File: config.mk
export PLATFORM = sky130hd
export DESIGN_NAME = muldiv_ctrl_flat
export DESIGN_NICKNAME = d
export VERILOG_FILES = /design/src/rtl/muldiv_pkg.sv /design/src/rtl/muldiv_if.sv /design/src/rtl/muldiv_iter.sv /design/src/rtl/muldiv_ctrl.sv /design/src/flat_wrapper.sv
export SDC_FILE = /design/constraint.sdc
export NUM_CORES = 1
export LEC_CHECK = 0
export CAP_MARGIN = 0
export CELL_PAD_IN_SITES_DETAIL_PLACEMENT = 1
export CELL_PAD_IN_SITES_GLOBAL_PLACEMENT = 2
export CORE_AREA = 2 2 151 263
export DETAILED_ROUTE_END_ITERATION = 10
export DIE_AREA = 0 0 153 265
export PLACE_DENSITY_LB_ADDON = 0.1
export SYNTH_ARGS = -nofsm -noshare
export SYNTH_HDL_FRONTEND = slang
export SYNTH_SLANG_ARGS = --single-unit
File: constraint.sdc
create_clock -name clk -period 14.35 [get_ports clk]
set_input_delay 2.87 -clock clk [delete_from_list [all_inputs] [get_ports clk]]
set_output_delay 2.87 -clock clk [all_outputs]
set_load 0.01 [all_outputs]
File: src/rtl/muldiv_pkg.sv
// Shared types and constants for the HI/LO multiply/divide unit.
// Op codes, FSM encoding and the operand magnitude helper.
package muldiv_pkg;

  localparam int DATA_W = 32;
  localparam int CNT_W  = 5;

  localparam logic [2:0] MD_MULT  = 3'd0;
  localparam logic [2:0] MD_MULTU = 3'd1;
  localparam logic [2:0] MD_DIV   = 3'd2;
  localparam logic [2:0] MD_DIVU  = 3'd3;
  localparam logic [2:0] MD_MTHI  = 3'd4;
  localparam logic [2:0] MD_MTLO  = 3'd5;

  typedef enum logic [1:0] {
    IDLE = 2'd0,
    RUN  = 2'd1,
    FIX  = 2'd2
  } md_state_e;

  function automatic logic [DATA_W-1:0] mag(
    input logic [DATA_W-1:0] x,
    input logic              sgn
  );
    return (sgn & x[DATA_W-1]) ? (~x + 32'd1) : x;
  endfunction

endpackage

File: src/rtl/muldiv_if.sv
// EX-stage to mul/div controller op/result bundle.
// master = pipeline side, slave = controller side.
interface muldiv_if;
  import muldiv_pkg::*;

  logic              op_valid;
  logic [2:0]        op;
  logic [DATA_W-1:0] src_a;
  logic [DATA_W-1:0] src_b;
  logic              flush;
  logic              op_ready;
  logic              busy;
  logic              done;
  logic [DATA_W-1:0] hi;
  logic [DATA_W-1:0] lo;

  modport master (
    output op_valid, op, src_a, src_b, flush,
    input  op_ready, busy, done, hi, lo
  );

  modport slave (
    input  op_valid, op, src_a, src_b, flush,
    output op_ready, busy, done, hi, lo
  );

endinterface

File: src/rtl/muldiv_iter.sv
// Iterative radix-2 shift-add multiplier / restoring divider datapath.
// Works on magnitudes; signs are reapplied combinationally during FIX.
module muldiv_iter
  import muldiv_pkg::*;
(
  input  logic              clk,
  input  logic              rst,
  input  logic              load_i,
  input  logic              step_i,
  input  logic              fix_i,
  input  logic              is_div_i,
  input  logic              sgn_i,
  input  logic [DATA_W-1:0] a_i,
  input  logic [DATA_W-1:0] b_i,
  output logic              wr_o,
  output logic [DATA_W-1:0] hi_o,
  output logic [DATA_W-1:0] lo_o
);

  logic [63:0]       p_q, p_d;
  logic [DATA_W-1:0] b_q;
  logic              sa_q, sb_q;

  logic [32:0] sum33;
  logic [32:0] shl33;
  logic [32:0] diff33;
  logic        nonneg;

  // p holds {acc, multiplier} for mul and {rem, dividend/quot} for div
  always_comb begin
    sum33  = {1'b0, p_q[63:32]} + {1'b0, b_q};
    shl33  = {p_q[63:32], p_q[31]};
    diff33 = shl33 - {1'b0, b_q};
    nonneg = ~diff33[32];
    p_d    = p_q;
    if (load_i) begin
      p_d = {32'd0, mag(a_i, sgn_i)};
    end else if (step_i) begin
      if (is_div_i) begin
        p_d = {nonneg ? diff33[31:0] : shl33[31:0],
               p_q[30:0], nonneg};
      end else if (p_q[0]) begin
        p_d = {sum33, p_q[31:1]};
      end else begin
        p_d = {1'b0, p_q[63:1]};
      end
    end
  end

  always_ff @(posedge clk or posedge rst) begin
    if (rst) begin
      p_q  <= '0;
      b_q  <= '0;
      sa_q <= 1'b0;
      sb_q <= 1'b0;
    end else begin
      p_q <= p_d;
      if (load_i) begin
        b_q  <= mag(b_i, sgn_i);
        sa_q <= sgn_i & a_i[DATA_W-1];
        sb_q <= sgn_i & b_i[DATA_W-1];
      end
    end
  end

  logic              neg;
  logic [63:0]       prod;
  logic [DATA_W-1:0] quo;
  logic [DATA_W-1:0] rem;

  always_comb begin
    neg  = sa_q ^ sb_q;
    prod = neg ? (~p_q + 64'd1) : p_q;
    quo  = neg ? (~p_q[31:0] + 32'd1) : p_q[31:0];
    rem  = sa_q ? (~p_q[63:32] + 32'd1) : p_q[63:32];
    hi_o = is_div_i ? rem : prod[63:32];
    lo_o = is_div_i ? quo : prod[31:0];
    wr_o = fix_i & ~(is_div_i & (b_q == '0));
  end

endmodule

File: src/rtl/muldiv_ctrl.sv
// HI/LO owner: accepts mul/div/move ops, sequences muldiv_iter,
// stalls the pipeline via busy and pulses done when HI/LO are final.
module muldiv_ctrl
  import muldiv_pkg::*;
(
  input  logic     clk,
  input  logic     rst,
  muldiv_if.slave  md
);

  md_state_e         state_q;
  logic [CNT_W-1:0]  cnt_q;
  logic              busy_q;
  logic              done_q;
  logic              is_div_q;
  logic [DATA_W-1:0] hi_q;
  logic [DATA_W-1:0] lo_q;

  logic              accept;
  logic              is_md;
  logic              it_wr;
  logic [DATA_W-1:0] it_hi;
  logic [DATA_W-1:0] it_lo;

  assign md.op_ready = (state_q == IDLE) & ~md.flush;
  assign accept      = md.op_valid & md.op_ready;
  assign is_md       = ~md.op[2];

  assign md.busy = busy_q;
  assign md.done = done_q;
  assign md.hi   = hi_q;
  assign md.lo   = lo_q;

  muldiv_iter u_iter (
    .clk      (clk),
    .rst      (rst),
    .load_i   (accept & is_md),
    .step_i   ((state_q == RUN) & ~md.flush),
    .fix_i    ((state_q == FIX) & ~md.flush),
    .is_div_i (is_div_q),
    .sgn_i    (~md.op[0]),
    .a_i      (md.src_a),
    .b_i      (md.src_b),
    .wr_o     (it_wr),
    .hi_o     (it_hi),
    .lo_o     (it_lo)
  );

  always_ff @(posedge clk or posedge rst) begin
    if (rst) begin
      state_q  <= IDLE;
      cnt_q    <= '0;
      busy_q   <= 1'b0;
      done_q   <= 1'b0;
      is_div_q <= 1'b0;
      hi_q     <= '0;
      lo_q     <= '0;
    end else begin
      done_q <= 1'b0;
      unique case (state_q)
        IDLE: begin
          if (accept) begin
            unique case (1'b1)
              is_md: begin
                state_q  <= RUN;
                busy_q   <= 1'b1;
                cnt_q    <= '0;
                is_div_q <= md.op[1];
              end
              md.op == MD_MTHI: hi_q <= md.src_a;
              md.op == MD_MTLO: lo_q <= md.src_a;
              default: ;
            endcase
          end
        end
        RUN: begin
          if (md.flush) begin
            state_q <= IDLE;
            busy_q  <= 1'b0;
          end else begin
            cnt_q <= cnt_q + 1'b1;
            if (cnt_q == CNT_W'(DATA_W - 1)) begin
              state_q <= FIX;
            end
          end
        end
        FIX: begin
          state_q <= IDLE;
          busy_q  <= 1'b0;
          if (!md.flush) begin
            done_q <= 1'b1;
            if (it_wr) begin
              hi_q <= it_hi;
              lo_q <= it_lo;
            end
          end
        end
        default: begin
          state_q <= IDLE;
          busy_q  <= 1'b0;
        end
      endcase
    end
  end

endmodule

File: src/flat_wrapper.sv
// flat-port wrapper written by rule: the top's interface ports become plain ports
module muldiv_ctrl_flat import muldiv_pkg::*;
  (clk, rst, md_op_valid, md_op, md_src_a, md_src_b, md_flush, md_op_ready, md_busy, md_done, md_hi, md_lo);
  muldiv_if md_i ();
  input  logic clk;
  input  logic rst;
  input wire logic [$bits(md_i.op_valid)-1:0] md_op_valid;
  input wire logic [$bits(md_i.op)-1:0] md_op;
  input wire logic [$bits(md_i.src_a)-1:0] md_src_a;
  input wire logic [$bits(md_i.src_b)-1:0] md_src_b;
  input wire logic [$bits(md_i.flush)-1:0] md_flush;
  output wire logic [$bits(md_i.op_ready)-1:0] md_op_ready;
  output wire logic [$bits(md_i.busy)-1:0] md_busy;
  output wire logic [$bits(md_i.done)-1:0] md_done;
  output wire logic [$bits(md_i.hi)-1:0] md_hi;
  output wire logic [$bits(md_i.lo)-1:0] md_lo;
  assign md_i.op_valid = md_op_valid;
  assign md_i.op = md_op;
  assign md_i.src_a = md_src_a;
  assign md_i.src_b = md_src_b;
  assign md_i.flush = md_flush;
  assign md_op_ready = md_i.op_ready;
  assign md_busy = md_i.busy;
  assign md_done = md_i.done;
  assign md_hi = md_i.hi;
  assign md_lo = md_i.lo;
  muldiv_ctrl u_core (.clk(clk), .rst(rst), .md(md_i));
endmodule
; ---- Word level (Yosys, flattened, before mapping)
; Cells that the tools add are included.
[totals]
ff_bits = 172
latchBits = 0
ramBits = 0
romBits = 0
input_bits = 71
output_inout_bits = 67
elab_cells = 101
n_memories = 0
[op_classes]
n_addsub = 8
mul = 0
div_mod_pow = 0
magnitude_cmp = 0
eq_ne = 14
n_shift = 0
muxes = 37
n_bitwise = 20
reduce_logical = 11
[ops]
columns = cell, count
row1 = 32-bit two-way mux, 15
row2 = 64-bit two-way mux, 5
row3 = 32-bit by 1-bit adder with 32-bit output (second input constant), 4
row4 = 32-bit inverter, 4
row5 = 32-bit case mux with 2 select lines, 2
row6 = 64-bit by 1-bit adder with 64-bit output (second input constant), 1
row7 = 64-bit inverter, 1
row8 = 32-bit by 32-bit adder with 33-bit output, 1
row9 = 33-bit by 32-bit subtractor with 33-bit output, 1
row10 = 32-bit zero test, 1
row11 = 5-bit two-way mux, 3
row12 = 2-bit inequality test (second input constant), 6
row13 = 5-bit case mux with 2 select lines, 1
row14 = 5-bit AND reduction, 2
row15 = 1-bit bitwise AND, 9
row16 = 3-bit AND reduction, 3
row17 = 2-bit two-way mux, 4
row18 = 3-bit equality test (second input constant), 2
row19 = 2-bit nonzero test, 3
row20 = 5-bit by 1-bit adder with 5-bit output (second input constant), 1
row21 = 5-bit equality test (second input constant), 1
row22 = 1-bit two-way mux, 5
row23 = 1-bit inverter, 5
row24 = 2-bit by 1-bit inequality test with 1-bit output (second input constant), 2
row25 = other kinds (8), 8

; ---- Logic depth before layout (Yosys ltp)
; Gate-level depths: netlist (run 1).
[logic_depth]
depth_word = 7
mapped_depth = 15
mapped_depth_nobuf = 13

; ---- Hierarchy
; Synthesis (run 1) repeated with hierarchy kept, for this count alone.
[unflattened]
hier_cells = 1875
area_unflattened_um2 = 15612.5
[modules_own_cells]
columns = module, instances, cells_per_inst, area_per_inst_um2, seq_area_each_um2
row1 = muldiv_iter, 1, 1620, 11911.4, 2452.4
row2 = muldiv_ctrl, 1, 255, 3701.0, 1851.8

; ---- Worst setup path after synthesis (run 1)
; OpenSTA, ideal clock, no wires.
[synth_path]
kind = input-to-output
start = input md_flush
end = output md_op_ready
arrival_ns = 3.380
t_required_ns = 11.480
slack_ns = 8.100
stages = 2
n_path_buf = 1
path_cell_list = clkbuf_1 > nor3_1
[synth_via]
elab_chain_cells = 2
[synth_rtl]
columns = item, line_no
row1 = from (decl), flat_wrapper.sv:11  ; input wire logic [$bits(md_i.flush)-1:0] md_flush;
row2 = 1-bit inverter, muldiv_ctrl.sv:25  ; assign md.op_ready = (state_q == IDLE) & ~md.flush;
row3 = 1-bit bitwise AND, muldiv_ctrl.sv:25
row4 = to (decl), flat_wrapper.sv:12  ; output wire logic [$bits(md_i.op_ready)-1:0] md_op_ready;
; Every way passes these cells.

; ---- Worst setup path after layout (run 1)
; Ends and elaborated chain as after synthesis.

==> flow_summary.ini, run 1 <==
[critical_path]
crit_fanout = 9
setup.worst_path.end_class = output pin
crit_chain = clkdlybuf4s50_1 > nor3_1 > clkdlybuf4s50_1
worst_path_max_delay_cell = clkdlybuf4s50_1
cp.buffers_inverters = 2
worstSetupStartpointType = primary input
arrival_ps = 4550
cp_slowest_stage_delay_ps = 630
criticalPathCategory = in -> out
crit_top_cell = clkdlybuf4s50_1
crit_family = buffers and inverters
cp.required_ps = 11480

[global_routing]
grt_pass1_vias = 14570
overflow = 0
grt_pass1_wl_um = 83880
antenna_found_initial = 0
grt_max_degree = 85
track_usage = 0.2631

[synthesis]
synth.largest_area_cell = dfrtp_1
synth_edf_count = 0
synth.top_cells.by_area = dfrtp_1 (30%), ha_1 (6.1%), xnor2_1 (5.9%), nand2_1 (5.8%), a21oi_1 (5.2%)
async_flop_share = 1.000
ys_seq_elements = 172
synth_top_area_share = 0.2983
yosys-top-cells-count = nand2_1 (223), dfrtp_1 (172), nor2_1 (162)
yosysSeqAreaShare = 0.2983
syn_inst = 1823
synth.most_common_cell = nand2_1
yosysWarnings = 0
yosysUniqueCellTypes = 78
synthesis.nets = 1966
syn-cell-area_um2 = 14430
synth_ff_type = dfrtp_1
avgSynthCellArea_um2 = 7.915

[clock_network]
cts.repair.resized = 0
clkTransAtPathRegs_ps = 60
htreeDepth = 4
clkLatencyLatePin_ps = 460
root_buffer = clkbuf_16
tritoncts = done
holdBufCountCts = 0
clock_sinks = 172
cts_buffer_depth = 2
cts_buffers = 17
cts_setup_buffers = 0

[sta]
setup_violations = 0
clock-skew-final_ps = 12.45
final_hold_viol_count = 0
rsz0062_at_grt = no
slew_headroom = 0.4017
timing.fmax_mhz = 134.7
hold_slack_ps = 476.6
slew_violations = 0
finalSetupTns_ps = 0
worst_pin_slew_ps = 897.4
min_period_ps = 7423
period_share = 0.5173

[routing]
finalWirelength_um = 53250
ant_nets = 0
drtIter0Drc = 443
vias = 13780
first_pass_iters = 4
drc = 0
wl_per_cell_um = 22.38
via_per_inst = 5.793

[placement]
place.gp.congestion = 0.9163
dp_hpwl_um = 41630
portBuffers = 137
dp_cells = 2348

[power]
p_leak_nw = 7.028
vdd_drop_max_mv = 0.07271
powerDensity_nw_per_um2 = 186.3

[floorplanning]
start_util = 0.3758
rows = 95
core_area_um2 = 38390
die_h_um = 265
die_area_um2 = 40550
ios = 138
dieWidth_um = 153

[finish]
nets = 2025
drive_above_1_share = 0.04013
insertedDiodeCount = 0
synthToLayoutAreaGrowth_pct = 15.74
fin_cells = 2379

[job]
drv_cap = 0

[outcome]
status = completed

[worst_hold_path]
hold_class = reg -> reg
==> metal layers <==
layer / track usage / wire length, um
met1: 0.2822 / 20290
met2: 0.5222 / 29870
met3: 0.02436 / 1140
met4: 0.1009 / 1956
met5: 0 / 0
==> final timing paths <==
kind / from / to / slack (ps) / depth (start not counted)
min: u_core.md.lo[21] / u_core.md.lo[21] / 480 / 2
max reg2reg: u_core.u_iter.p_q[0] / u_core.md.hi[22] / 9980 / 12
min in group asynchronous: rst / u_core.md.lo[9] / 2930 / 2
min reg2reg: u_core.md.lo[21] / u_core.md.lo[21] / 480 / 2
max in group asynchronous: rst / u_core.u_iter.b_q[22] / 10190 / 3
max: md_flush / md_op_ready / 6930 / 3
==> through the flow <==
stage / instance area (um2) / total power [mW] / util / setup slack, ps
after floorplan: 14430 / 2.087 / - / 6820
after global placement: 16140 / 2.620 / 0.4205 / 6950
after detailed placement: 16140 / 2.661 / 0.4205 / 6917
after CTS: 16700 / 3.128 / 0.4350 / 6905
after global routing: 16700 / 3.355 / 0.4350 / 6783
final: 16700 / 3.112 / 0.4350 / 6927
==> power by group <==
group / leakage [nW] / internal [mW] / switching, mW / total (mW)
registers: 2.16 / 0.611 / 0.236 / 0.846
clock network: 0.262 / 0.244 / 0.217 / 0.461
logic: 4.61 / 0.766 / 1.04 / 1.80
total: 7.03 / 1.62 / 1.49 / 3.11
==> final cells by class <==
class,instances,area [um2]
fillers,4667,21690
multi-input cells,1466,9453
flip-flops and latches,172,4305
repair buffers,156,1514
well taps,485,606.8
clock buffers,19,442.9
inverters,69,264.0
clock inverters,12,113.9
==> layout by cell type (no fill, tap or decap), types with 5 or more instances in the layout <==
cell type	netlist	layout
xor2_1	75	75
a31oi_1	18	18
a211oi_1	13	13
a21o_1	30	30
nand4_1	12	12
or4_1	10	10
o31ai_1	52	52
o21bai_1	8	8
nor3b_1	7	7
a21oi_1	150	150
nor4_1	23	23
inv_1	69	68
o22ai_1	7	6
or3_1	12	12
xnor2_1	98	97
o21ai_0	131	131
and3_1	14	14
o41ai_1	11	11
clkbuf_16	0	17
nand2b_1	31	29
a311oi_1	5	5
nand3_1	16	16
dfrtp_1	172	171
a22o_1	6	6
o21a_1	10	10
nor3_1	39	39
ha_1	70	70
and2_1	11	11
clkdlybuf4s50_1	0	137
o221ai_1	15	15
a221oi_1	7	7
o211ai_1	38	38
mux2i_1	61	61
a2111oi_0	5	5
nand2_1	223	223
buf_4	1	19
nor2_1	162	160
o21ai_1	27	26
nor2b_1	20	19
==> registers in the layout, summed over array words and instances (netlist names) <==
signal              cells
u_core.u_iter.p_q      64
u_core.md.hi           32
u_core.md.lo           32
u_core.u_iter.b_q      32
u_core.cnt_q            5
u_core.state_q          2
u_core.is_div_q         1
u_core.md.busy          1
u_core.md.done          1
u_core.u_iter.sa_q      1
u_core.u_iter.sb_q      1
==> logic make-up after synthesis <==
family	after synthesis	share of synthesized area
fa+ha+maj	72	0.06348
simple gates	595	0.1907
compound gates	562	0.2460
mux	63	0.04388
flops	172	0.2983
buf+inv	185	0.05073
xor+xnor	174	0.1069
==> worst register-to-register path: cells and delay by family (launching register included) <==
family	cells	cell delay, ps
adders and majority gates	1	290
xor gates and xnor gates	1	210
DFF	1	380
AOI/OAI and AO/OA	2	440
and+or+nand+nor	7	2480
buffers and inverters	1	480
(Power assumes the default switching activity.)
==> run 2, diff against run 1 <==
Settings changed: CORE_AREA 2 2 151 263 to 2 2 157 274, DIE_AREA 0 0 153 265 to 0 0 159 276.
Clock period 14.35 ns to 7.2 ns, I/O delays scaled along.
==> run 2 against run 1 <==
Largest cell class unchanged. Sequential cell count unchanged. Clock skew is essentially flat. Sequential share of layout area decreased by 0.30 points. Die area up 8.2%. Worst hold slack lost 0.63 ps. Critical path type unchanged. First-iteration DRC count up 32%. Sequential power rose by 100%. Count of clock-buffer cells in the layout shrank 1. Final area grew 1.2%. Wire length up 2.8%.
==> flow_summary.ini, run 2 (synthesized netlist as in run 1, its figures left out) <==
[outcome]
status = completed

[finish]
finish.utilization = 0.4060
nets = 2027
largest_reg_flops = 64
top_register = u_core.u_iter.p_q
final_common_cell = nand2_1
insertedDiodeCount = 0
final_area_um2 = 16900
synthToLayoutAreaGrowth_pct = 17.12
drive_above_1_share = 0.04112
final_cell_mix = nand2_1 (223), dfrtp_1 (171), nor2_1 (160)

[routing]
finalWirelength_um = 54730
ant_nets = 0
drc = 0
via_per_inst = 5.633
first_pass_iters = 5
wl_per_cell_um = 22.32
vias = 13810
drtIter0Drc = 583

[power]
p_leak_nw = 7.093
powerDensity_nw_per_um2 = 375.4
vdd_drop_max_mv = 0.1806

[sta]
setup_violations = 0
rsz0062_at_grt = no
final_hold_viol_count = 0
timing.fmax_mhz = 218.9
worst_pin_slew_ps = 930.6
clock-skew-final_ps = 12.43
slew_headroom = 0.3796
period_share = 0.6345
slew_violations = 0
finalSetupTns_ps = 0
min_period_ps = 4568

[worst_hold_path]
worstHoldPathCells = 2
hold_class = reg -> reg

[clock_network]
clock_sinks = 172
clkTransAtPathRegs_ps = 70
root_buffer = clkbuf_16
cts_setup_buffers = 0
tritoncts = done
cts.repair.resized = 0
cts_buffers = 17
holdBufCountCts = 0
clkLatencyLatePin_ps = 460
htreeDepth = 4
cts_buffer_depth = 2

[global_routing]
overflow = 0
grt_pass1_wl_um = 85300
track_usage = 0.2480
grt_max_degree = 97
grt_pass1_vias = 14660
antenna_found_initial = 0

[floorplanning]
dieWidth_um = 159
die_h_um = 276
start_util = 0.3467
rows = 99
die_area_um2 = 43880
ios = 138
core_area_um2 = 41620

[placement]
dp_hpwl_um = 42530
dpl_cell_area_um2 = 16260
portBuffers = 137
place.gp.congestion = 0.9333

[critical_path]
crit_fanout = 9
worstSetupStartpointType = primary input
cp_slowest_stage_delay_ps = 630
worst_path_max_delay_cell = clkdlybuf4s50_1
setup.worst_path.end_class = output pin
criticalPathCategory = in -> out
crit_top_cell = clkdlybuf4s50_1
cp.required_ps = 5760
reg2reg_depth = 14
crit_chain = clkdlybuf4s50_1 > nor3_1 > clkdlybuf4s50_1
arrival_ps = 3130

[job]
drv_cap = 0
==> run 2: changes by cell type in the layout (fill, tap and decap cells not counted) <==
cell / change
clkinv_2: -1
clkinv_4: +1
xnor2_2: -1
xnor2_1: +1
bufinv_16: +3
clkbuf_8: -1
clkinvlp_4: -4
buf_12: +2
inv_8: +1
inv_6: +2
==> run 2: final cells by class <==
cell class	count	area, um2
clock inverter	14	206.4
timing repair buffer	158	1554
tap	555	694.4
multi-input combinational	1466	9445
clock buffer	18	429.2
inverter	69	264.0
fill	5047	24720
sequential	172	4305
==> run 2: where the power goes <==
part	leakage (nW)	total, mW	switching [mW]	internal [mW]
Sequential	2.16	1.70	0.483	1.22
Clock	0.312	1.05	0.455	0.591
Combinational	4.62	3.60	2.07	1.53
==> run 2: stage by stage <==
step                      cells  power [mW]  hold slack, ps  setup slack [ps]
after global routing       2452       6.842           510.9              2490
after detailed placement   2420       5.326           465.9              2521
after global placement     2420       5.254           460.5              2510
after floorplan            1823       4.160           445.3              1100
final                      2452       6.343           476.0              2632
after CTS                  2452       6.391           482.6              2599
==> run 2: worst paths after layout <==
kind / slack [ps] / startpoint / end
setup reg to reg: 2900 / u_core.u_iter.p_q[31] / u_core.u_iter.p_q[52]
hold reg to reg: 480 / u_core.md.lo[13] / u_core.md.lo[13]
min in group asynchronous: 1490 / rst / u_core.md.lo[6]
max in group asynchronous: 4630 / rst / u_core.is_div_q
hold / removal: 480 / u_core.md.lo[13] / u_core.md.lo[13]
setup / recovery: 2630 / md_flush / md_op_ready
==> run 2: worst max-delay path, delay by kind of cell <==
kind | cells | cell delay [ps]
and+or+nand+nor | 1 | 470
buffers and inverters | 2 | 1210
==> run 2: layer usage <==
| layer | part of all wire | vias to the layer above | GRT usage |
|---|---|---|---|
| li1 | - | 6664 | - |
| met1 | 0.38 | 6822 | 0.2605 |
| met2 | 0.56 | 235 | 0.4922 |
| met3 | 0.020 | 91 | 0.02025 |
| met4 | 0.044 | 0 | 0.1126 |
| met5 | 0 | - | 0 |
